`src/rtl/pipe_hazard_ctrl_if.sv`:
```
// Hazard-controller bus: ID sources, ID/EXE and EXE/MEM destinations,
// the EXE redirect, the stall/flush/bubble controls and debug counters.
// The master side is the pipeline; the slave side is pipe_hazard_ctrl.
interface pipe_hazard_ctrl_if #(
  parameter int ASIZE = 5,
  parameter int CSIZE = 16
);
  logic [ASIZE-1:0] id_rs1;
  logic [ASIZE-1:0] id_rs2;
  logic             id_use_rs1;
  logic             id_use_rs2;
  logic [ASIZE-1:0] idex_waddr;
  logic             idex_wen;
  logic             idex_memRead;
  logic [ASIZE-1:0] exmem_waddr;
  logic             exmem_wen;
  logic             exmem_memRead;
  logic             ex_redirect;
  logic             pc_stall;
  logic             ifid_stall;
  logic             ifid_flush;
  logic             idex_bubble;
  logic [1:0]       busy_state;
  logic [CSIZE-1:0] stall_cnt;
  logic [CSIZE-1:0] flush_cnt;

  modport master (
    output id_rs1, id_rs2, id_use_rs1, id_use_rs2,
    output idex_waddr, idex_wen, idex_memRead,
    output exmem_waddr, exmem_wen, exmem_memRead,
    output ex_redirect,
    input  pc_stall, ifid_stall, ifid_flush, idex_bubble,
    input  busy_state, stall_cnt, flush_cnt
  );

  modport slave (
    input  id_rs1, id_rs2, id_use_rs1, id_use_rs2,
    input  idex_waddr, idex_wen, idex_memRead,
    input  exmem_waddr, exmem_wen, exmem_memRead,
    input  ex_redirect,
    output pc_stall, ifid_stall, ifid_flush, idex_bubble,
    output busy_state, stall_cnt, flush_cnt
  );
endinterface

```
`src/rtl/pipe_hazard_ctrl.sv`:
```
// Hazard and sequencing controller for the 5-stage pipeline.
// Drives PC/IF-ID stall, IF-ID flush and ID-EXE bubble from the current
// operands/destinations and the EXE redirect, and keeps saturating
// stall/flush counters for performance debug.
// Build option: define FORWARD_EN when the EXE/MEM forwarding network is
// present; then only load-use against ID/EXE stalls. Otherwise any RAW
// against ID/EXE or EXE/MEM stalls.
module pipe_hazard_ctrl #(
  parameter int ASIZE = 5,
  parameter int CSIZE = 16
) (
  input logic                clk,
  input logic                rst,
  pipe_hazard_ctrl_if.slave  bus
);

  typedef enum logic [1:0] {
    RUN   = 2'd0,
    STALL = 2'd1,
    FLUSH = 2'd2
  } state_t;

  state_t           state_reg;
  state_t           state_next;
  logic             init_reg;
  logic [CSIZE-1:0] stall_cnt_reg;
  logic [CSIZE-1:0] flush_cnt_reg;

  // Producers in flight: index 0 is ID/EXE, index 1 is EXE/MEM.
  // MEM/WB is omitted because the register file writes before it reads.
  logic [ASIZE-1:0] prod_waddr [2];
  logic [1:0]       prod_wen;
  logic [1:0]       prod_hit;
  logic             haz;
  logic             unused_bits;

  logic pc_stall_c;
  logic ifid_stall_c;
  logic ifid_flush_c;
  logic idex_bubble_c;
  logic stall_evt;
  logic flush_evt;

  assign prod_waddr[0] = bus.idex_waddr;
  assign prod_waddr[1] = bus.exmem_waddr;
  assign prod_wen      = {bus.exmem_wen, bus.idex_wen};

  // A producer hits when it writes a non-x0 register that ID actually reads.
  generate
    for (genvar gi = 0; gi < 2; gi++) begin : g_prod
      assign prod_hit[gi] = prod_wen[gi] && (prod_waddr[gi] != '0) &&
                            ((bus.id_use_rs1 && (bus.id_rs1 == prod_waddr[gi])) ||
                             (bus.id_use_rs2 && (bus.id_rs2 == prod_waddr[gi])));
    end
  endgenerate

`ifdef FORWARD_EN
  // Forwarding covers ALU results; only a load still in EXE must wait.
  assign haz         = prod_hit[0] & bus.idex_memRead;
  assign unused_bits = ^{prod_hit[1], bus.exmem_memRead};
`else
  // No forwarding: any pending write in EXE or MEM blocks the reader.
  assign haz         = |prod_hit;
  assign unused_bits = ^{bus.idex_memRead, bus.exmem_memRead};
`endif

  // Next state and pipeline controls; redirect beats hazard. During reset and
  // the first cycle after it, the pipe is held squashed and no events count.
  always_comb begin
    state_next    = RUN;
    pc_stall_c    = 1'b0;
    ifid_stall_c  = 1'b0;
    ifid_flush_c  = 1'b0;
    idex_bubble_c = 1'b0;
    stall_evt     = 1'b0;
    flush_evt     = 1'b0;
    if (rst || init_reg) begin
      ifid_flush_c  = 1'b1;
      idex_bubble_c = 1'b1;
    end else if (bus.ex_redirect) begin
      state_next    = FLUSH;
      ifid_flush_c  = 1'b1;
      idex_bubble_c = 1'b1;
      flush_evt     = 1'b1;
    end else if (haz) begin
      state_next    = STALL;
      pc_stall_c    = 1'b1;
      ifid_stall_c  = 1'b1;
      idex_bubble_c = 1'b1;
      stall_evt     = 1'b1;
    end
  end

  // State register plus the one-cycle post-reset marker.
  always_ff @(posedge clk) begin
    if (rst) begin
      state_reg <= RUN;
      init_reg  <= 1'b1;
    end else begin
      state_reg <= state_next;
      init_reg  <= 1'b0;
    end
  end

  // Saturating event counters; they stick at all-ones instead of wrapping.
  always_ff @(posedge clk) begin
    if (rst) begin
      stall_cnt_reg <= '0;
      flush_cnt_reg <= '0;
    end else begin
      if (stall_evt && (stall_cnt_reg != {CSIZE{1'b1}}))
        stall_cnt_reg <= stall_cnt_reg + 1'b1;
      if (flush_evt && (flush_cnt_reg != {CSIZE{1'b1}}))
        flush_cnt_reg <= flush_cnt_reg + 1'b1;
    end
  end

  assign bus.pc_stall    = pc_stall_c;
  assign bus.ifid_stall  = ifid_stall_c;
  assign bus.ifid_flush  = ifid_flush_c;
  assign bus.idex_bubble = idex_bubble_c;
  assign bus.busy_state  = state_reg;
  assign bus.stall_cnt   = stall_cnt_reg;
  assign bus.flush_cnt   = flush_cnt_reg;

endmodule

```
`src/flat_wrapper.sv`:
```
// flat-port wrapper written by rule: the top's interface ports become plain ports
module pipe_hazard_ctrl_flat 
#(
  parameter int ASIZE = 5,
  parameter int CSIZE = 16
)
  (clk, rst, bus_id_rs1, bus_id_rs2, bus_id_use_rs1, bus_id_use_rs2, bus_idex_waddr, bus_idex_wen, bus_idex_memRead, bus_exmem_waddr, bus_exmem_wen, bus_exmem_memRead, bus_ex_redirect, bus_pc_stall, bus_ifid_stall, bus_ifid_flush, bus_idex_bubble, bus_busy_state, bus_stall_cnt, bus_flush_cnt);
  pipe_hazard_ctrl_if #(.ASIZE(ASIZE), .CSIZE(CSIZE)) bus_i ();
  input logic clk;
  input logic rst;
  input wire logic [$bits(bus_i.id_rs1)-1:0] bus_id_rs1;
  input wire logic [$bits(bus_i.id_rs2)-1:0] bus_id_rs2;
  input wire logic [$bits(bus_i.id_use_rs1)-1:0] bus_id_use_rs1;
  input wire logic [$bits(bus_i.id_use_rs2)-1:0] bus_id_use_rs2;
  input wire logic [$bits(bus_i.idex_waddr)-1:0] bus_idex_waddr;
  input wire logic [$bits(bus_i.idex_wen)-1:0] bus_idex_wen;
  input wire logic [$bits(bus_i.idex_memRead)-1:0] bus_idex_memRead;
  input wire logic [$bits(bus_i.exmem_waddr)-1:0] bus_exmem_waddr;
  input wire logic [$bits(bus_i.exmem_wen)-1:0] bus_exmem_wen;
  input wire logic [$bits(bus_i.exmem_memRead)-1:0] bus_exmem_memRead;
  input wire logic [$bits(bus_i.ex_redirect)-1:0] bus_ex_redirect;
  output wire logic [$bits(bus_i.pc_stall)-1:0] bus_pc_stall;
  output wire logic [$bits(bus_i.ifid_stall)-1:0] bus_ifid_stall;
  output wire logic [$bits(bus_i.ifid_flush)-1:0] bus_ifid_flush;
  output wire logic [$bits(bus_i.idex_bubble)-1:0] bus_idex_bubble;
  output wire logic [$bits(bus_i.busy_state)-1:0] bus_busy_state;
  output wire logic [$bits(bus_i.stall_cnt)-1:0] bus_stall_cnt;
  output wire logic [$bits(bus_i.flush_cnt)-1:0] bus_flush_cnt;
  assign bus_i.id_rs1 = bus_id_rs1;
  assign bus_i.id_rs2 = bus_id_rs2;
  assign bus_i.id_use_rs1 = bus_id_use_rs1;
  assign bus_i.id_use_rs2 = bus_id_use_rs2;
  assign bus_i.idex_waddr = bus_idex_waddr;
  assign bus_i.idex_wen = bus_idex_wen;
  assign bus_i.idex_memRead = bus_idex_memRead;
  assign bus_i.exmem_waddr = bus_exmem_waddr;
  assign bus_i.exmem_wen = bus_exmem_wen;
  assign bus_i.exmem_memRead = bus_exmem_memRead;
  assign bus_i.ex_redirect = bus_ex_redirect;
  assign bus_pc_stall = bus_i.pc_stall;
  assign bus_ifid_stall = bus_i.ifid_stall;
  assign bus_ifid_flush = bus_i.ifid_flush;
  assign bus_idex_bubble = bus_i.idex_bubble;
  assign bus_busy_state = bus_i.busy_state;
  assign bus_stall_cnt = bus_i.stall_cnt;
  assign bus_flush_cnt = bus_i.flush_cnt;
  pipe_hazard_ctrl #(.ASIZE(ASIZE), .CSIZE(CSIZE)) u_core (.clk(clk), .rst(rst), .bus(bus_i));
endmodule
```
`config.mk`:
```
export PLATFORM = sky130hd
export DESIGN_NAME = pipe_hazard_ctrl_flat
export DESIGN_NICKNAME = d
export VERILOG_FILES = /design/src/rtl/pipe_hazard_ctrl_if.sv /design/src/rtl/pipe_hazard_ctrl.sv /design/src/flat_wrapper.sv
export SDC_FILE = /design/constraint.sdc
export NUM_CORES = 1
export LEC_CHECK = 0
export CORE_ASPECT_RATIO = 1.5
export CORE_MARGIN = 2
export CORE_UTILIZATION = 46
export CTS_BUF_LIST = sky130_fd_sc_hd__clkbuf_8
export DETAILED_ROUTE_END_ITERATION = 12
export PLACE_DENSITY = 0.86
export SYNTH_ARGS = -nofsm -noshare
export SYNTH_HDL_FRONTEND = slang
export SYNTH_SLANG_ARGS = --single-unit
```
`constraint.sdc`:
```
create_clock -name clk -period 2.64 [get_ports clk]
set_input_delay 0.528 -clock clk [delete_from_list [all_inputs] [get_ports clk]]
set_output_delay 0.528 -clock clk [all_outputs]
set_load 0.02 [all_outputs]
```
==> flow_summary.html <==
<table>
<tr><th>Metric</th><th>Value</th></tr>
<tr><th colspan="2">Worst setup path</th></tr>
<tr><td>Required time at the endpoint of the critical path</td><td>2110 ps</td></tr>
<tr><td>Max Fanout on Critical Path</td><td>3</td></tr>
<tr><td>Kind of capture point of the worst setup path</td><td>primary output</td></tr>
<tr><td>Critical path startpoint category</td><td>input pin</td></tr>
<tr><td>Critical Setup Path Class</td><td>in2out</td></tr>
<tr><td>CP arrival</td><td>2040 ps</td></tr>
<tr><th colspan="2">Yosys</th></tr>
<tr><td>Most instantiated library cell after synthesis</td><td>sky130_fd_sc_hd__nor2_1</td></tr>
<tr><td>Most common library cells after synthesis</td><td>sky130_fd_sc_hd__nor2_1, sky130_fd_sc_hd__dfxtp_1, sky130_fd_sc_hd__xor2_1</td></tr>
<tr><td>Synthesized netlist cell count</td><td>221</td></tr>
<tr><td>Area contributors post-synth</td><td>sky130_fd_sc_hd__dfxtp_1, sky130_fd_sc_hd__xor2_1, sky130_fd_sc_hd__xnor2_1, sky130_fd_sc_hd__nor2_1, sky130_fd_sc_hd__nand3_1</td></tr>
<tr><td>Post-synth net total</td><td>252</td></tr>
<tr><td>Post-synthesis instance area</td><td>1881 um^2</td></tr>
<tr><td>Total of flip-flops plus latches after synthesis</td><td>35</td></tr>
<tr><td>Cell type contributing the most total cell area after synthesis</td><td>sky130_fd_sc_hd__dfxtp_1</td></tr>
<tr><td>Number of different library cells in the post-synthesis netlist</td><td>40</td></tr>
<tr><td>Post-synth top area share</td><td>0.3726</td></tr>
<tr><td>Ys async rst share</td><td>0</td></tr>
<tr><td>Total of warnings raised by yosys</td><td>0</td></tr>
<tr><td>Prevailing post-synth register cell</td><td>sky130_fd_sc_hd__dfxtp_1</td></tr>
<tr><td>Post-Syn Area per Cell</td><td>between 8 and 9 um^2</td></tr>
<tr><td>Number of enable flip-flop cells after synthesis</td><td>0</td></tr>
<tr><td>Fraction of the yosys area taken by sequential cells</td><td>0.3726</td></tr>
<tr><th colspan="2">Timing</th></tr>
<tr><td>Setup violations, final</td><td>0</td></tr>
<tr><td>Fin. Hold Viols</td><td>0</td></tr>
<tr><td>Final max-slew violation count</td><td>0</td></tr>
<tr><td>Final min period</td><td>2569 ps</td></tr>
<tr><td>Final period util</td><td>0.9731</td></tr>
<tr><td>Relative max-transition margin</td><td>0.6698</td></tr>
<tr><td>Transition time at the pin with the least slew margin</td><td>491.2 ps</td></tr>
<tr><td>Setup repair after global routing missed its margin</td><td>false</td></tr>
<tr><td>Worst Hold Slack</td><td>526.4 ps</td></tr>
<tr><td>Maximum clock rate</td><td>389.3 MHz</td></tr>
<tr><td>Final worst clock skew</td><td>6.659 ps</td></tr>
<tr><th colspan="2">GRT</th></tr>
<tr><td>Antenna violations before repair</td><td>0</td></tr>
<tr><td>Pin count of the biggest net entering global routing</td><td>36</td></tr>
<tr><td>Gr usage total</td><td>0.2279</td></tr>
<tr><td>Wire length of the first global-routing pass</td><td>8.362 mm</td></tr>
<tr><td>Total gr overflow</td><td>0</td></tr>
<tr><td>Vias in the first global route</td><td>1905</td></tr>
<tr><th colspan="2">Power and ir drop</th></tr>
<tr><td>Leakage Power</td><td>around 1.0 nW</td></tr>
<tr><td>PD cells</td><td>368.9 nW/um^2</td></tr>
<tr><td>VDD IR max</td><td>320.6 uV</td></tr>
<tr><th colspan="2">Route</th></tr>
<tr><td>Via-per-instance ratio</td><td>5.467</td></tr>
<tr><td>Post-route DRC violation count</td><td>0</td></tr>
<tr><td>Drt pass-1 iters</td><td>4</td></tr>
<tr><td>Number of nets still failing antenna checks after routing</td><td>0</td></tr>
<tr><td>Count of vias placed by the detailed router</td><td>1908</td></tr>
<tr><td>Number of violations reported at the end of detailed-routing iteration 0</td><td>63</td></tr>
<tr><td>Average wire per cell in the routed design</td><td>14.68 um</td></tr>
<tr><td>Total wirelength of the detailed-routed design</td><td>a little over 5 mm</td></tr>
<tr><th colspan="2">Clock tree</th></tr>
<tr><td>Clock latency reported for the late side of the worst-skew pair</td><td>290 ps</td></tr>
<tr><td>Clk pin slew, worst setup/hold paths</td><td>70 ps</td></tr>
<tr><td>Maximum clock insertion buffer count</td><td>2</td></tr>
<tr><td>Root Buffer Master</td><td>sky130_fd_sc_hd__clkbuf_8</td></tr>
<tr><td>Maximum level of the CTS H-tree</td><td>2</td></tr>
<tr><td>CTS tree</td><td>yes</td></tr>
<tr><td>Number of buffers inserted by hold repair at cts</td><td>0</td></tr>
<tr><td>Total clock buffers created by CTS</td><td>5</td></tr>
<tr><td>Number of sinks handled by clock tree synthesis</td><td>35</td></tr>
<tr><th colspan="2">Flow run</th></tr>
<tr><td>Max-cap viol count</td><td>0</td></tr>
<tr><th colspan="2">Floorplanning</th></tr>
<tr><td>Die outline width</td><td>56.21 um</td></tr>
<tr><td>Die height</td><td>82.31 um</td></tr>
<tr><td>Count of pins on the block boundary</td><td>67</td></tr>
<tr><td>Core outline area</td><td>3924 um^2</td></tr>
<tr><td>Number of standard-cell rows in the floorplan</td><td>28</td></tr>
<tr><td>Initial Util</td><td>0.4793</td></tr>
<tr><td>Overall die area</td><td>~4600 um^2</td></tr>
<tr><th colspan="2">Cells and area</th></tr>
<tr><td>Antenna diode count</td><td>0</td></tr>
<tr><td>Final net count</td><td>334</td></tr>
<tr><td>Area occupied by registers</td><td>700.7 um^2</td></tr>
<tr><td>Final Util</td><td>0.7085</td></tr>
<tr><td>Filler Cells Inserted</td><td>311</td></tr>
<tr><td>Multi-input logic area</td><td>1145 um^2</td></tr>
<tr><td>Share of final-layout standard cells stronger than drive strength 1</td><td>0.1316</td></tr>
<tr><td>Area delta synth-&gt;final</td><td>47.84%</td></tr>
<tr><th colspan="2">Status</th></tr>
<tr><td>Outcome</td><td>finished clean</td></tr>
<tr><th colspan="2">Place</th></tr>
<tr><td>Number of port buffers</td><td>64</td></tr>
<tr><td>Global placement routability congestion</td><td>0.9253</td></tr>
<tr><td>DP Wirelength</td><td>3.819 mm</td></tr>
<tr><th colspan="2">Worst hold path</th></tr>
<tr><td>Hold WC Path Type</td><td>reg2reg</td></tr>
</table>
## cell families after synthesis
group,count (synthesis),synth area share
buf+inv,12,0.03127
mux,3,0.01730
simple gates,109,0.3034
xor+xnor,44,0.2049
compound gates,16,0.05722
fa+ha+maj,2,0.01330
flops,35,0.3726
## report_power, final
group | internal, mW | switching, mW
clock network | 0.177 | 0.187
logic | 0.0673 | 0.0610
registers | 0.531 | 0.00257
total | 0.775 | 0.251
## what timing repair did
action / CTS / global route
setup endpoints to repair: 3 / 3
pin swaps: 6 / 7
hold endpoints to repair: 0 / 0
setup buffers: 1 / 1
resized for setup: 34 / 8
## placed cells by master (no fill, tap or decap), types with 2 or more instances in the layout
cell / synthesis / routed
sky130_fd_sc_hd__dlygate4sd2_1: 0 / 10
sky130_fd_sc_hd__a32oi_1: 2 / 2
sky130_fd_sc_hd__mux2_2: 2 / 2
sky130_fd_sc_hd__clkbuf_8: 0 / 5
sky130_fd_sc_hd__and4_1: 2 / 2
sky130_fd_sc_hd__nand2_1: 15 / 15
sky130_fd_sc_hd__dfxtp_1: 35 / 35
sky130_fd_sc_hd__buf_6: 1 / 2
sky130_fd_sc_hd__nor2_1: 40 / 39
sky130_fd_sc_hd__buf_4: 1 / 18
sky130_fd_sc_hd__ha_1: 2 / 2
sky130_fd_sc_hd__a21oi_1: 3 / 3
sky130_fd_sc_hd__a211oi_1: 2 / 2
sky130_fd_sc_hd__clkdlybuf4s50_1: 0 / 43
sky130_fd_sc_hd__dlymetal6s2s_1: 0 / 7
sky130_fd_sc_hd__nor3_1: 5 / 5
sky130_fd_sc_hd__o21ai_0: 4 / 2
sky130_fd_sc_hd__xor2_1: 25 / 25
sky130_fd_sc_hd__a21o_1: 2 / 2
sky130_fd_sc_hd__nor2b_1: 2 / 2
sky130_fd_sc_hd__nor4_2: 1 / 3
sky130_fd_sc_hd__nor4_1: 9 / 7
sky130_fd_sc_hd__nand4_1: 7 / 7
sky130_fd_sc_hd__nand3_1: 14 / 14
sky130_fd_sc_hd__inv_1: 5 / 7
sky130_fd_sc_hd__and2_1: 2 / 2
sky130_fd_sc_hd__xnor2_1: 19 / 19
sky130_fd_sc_hd__or3_1: 2 / 2
## per-layer routing
layer / track usage / wire length (um) / vias up
met5: 0 / 0 / -
met1: 0.2192 / 1884 / 900
met4: 0.08571 / 119 / 0
li1: - / - / 928
met3: 0.04361 / 314 / 11
met2: 0.4706 / 2804 / 69
## critical path, cell delays in order
cell,delay [ps]
sky130_fd_sc_hd__dlygate4sd2_1,280
sky130_fd_sc_hd__or4_2,670
sky130_fd_sc_hd__o21ai_2,140
sky130_fd_sc_hd__o22a_2,200
sky130_fd_sc_hd__nand2_1,70
sky130_fd_sc_hd__buf_2,150
## path summary, 6_finish.rpt
check / from / endpoint / slack, ps / depth (start not counted)
worst max-delay path: bus_idex_waddr[3] / bus_idex_bubble / 70 / 6
worst min-delay path: u_core.bus.stall_cnt[1] / u_core.bus.stall_cnt[1] / 530 / 2
worst max register to register: u_core.bus.flush_cnt[6] / u_core.bus.flush_cnt[5] / 470 / 7
worst min register to register: u_core.bus.stall_cnt[1] / u_core.bus.stall_cnt[1] / 530 / 2
## metrics by stage
step | total power [mW] | TNS (ps) | setup slack, ps | instance area (um^2) | std cells
after floorplan | 0.5964 | 0 | 151.5 | 1881 | 221
after global placement | 0.6737 | -2847 | -587.0 | 2658 | 339
after detailed placement | 0.6755 | -4284 | -652.4 | 2658 | 339
after CTS | 1.037 | 0 | 8.289 | 2754 | 348
after global routing | 1.059 | 0 | 3.522 | 2780 | 349
final | 1.026 | 0 | 71.04 | 2780 | 349
## area by class of cell
cell class / instances / area share
well taps: 45 / 0.02025
inverters: 5 / 0.006751
clock buffers: 5 / 0.02475
clock inverters: 3 / 0.004500
flip-flops and latches: 35 / 0.2520
repair buffers: 82 / 0.2799
multi-input cells: 174 / 0.4118
No activity file was read; power rests on OpenSTA's default activity.
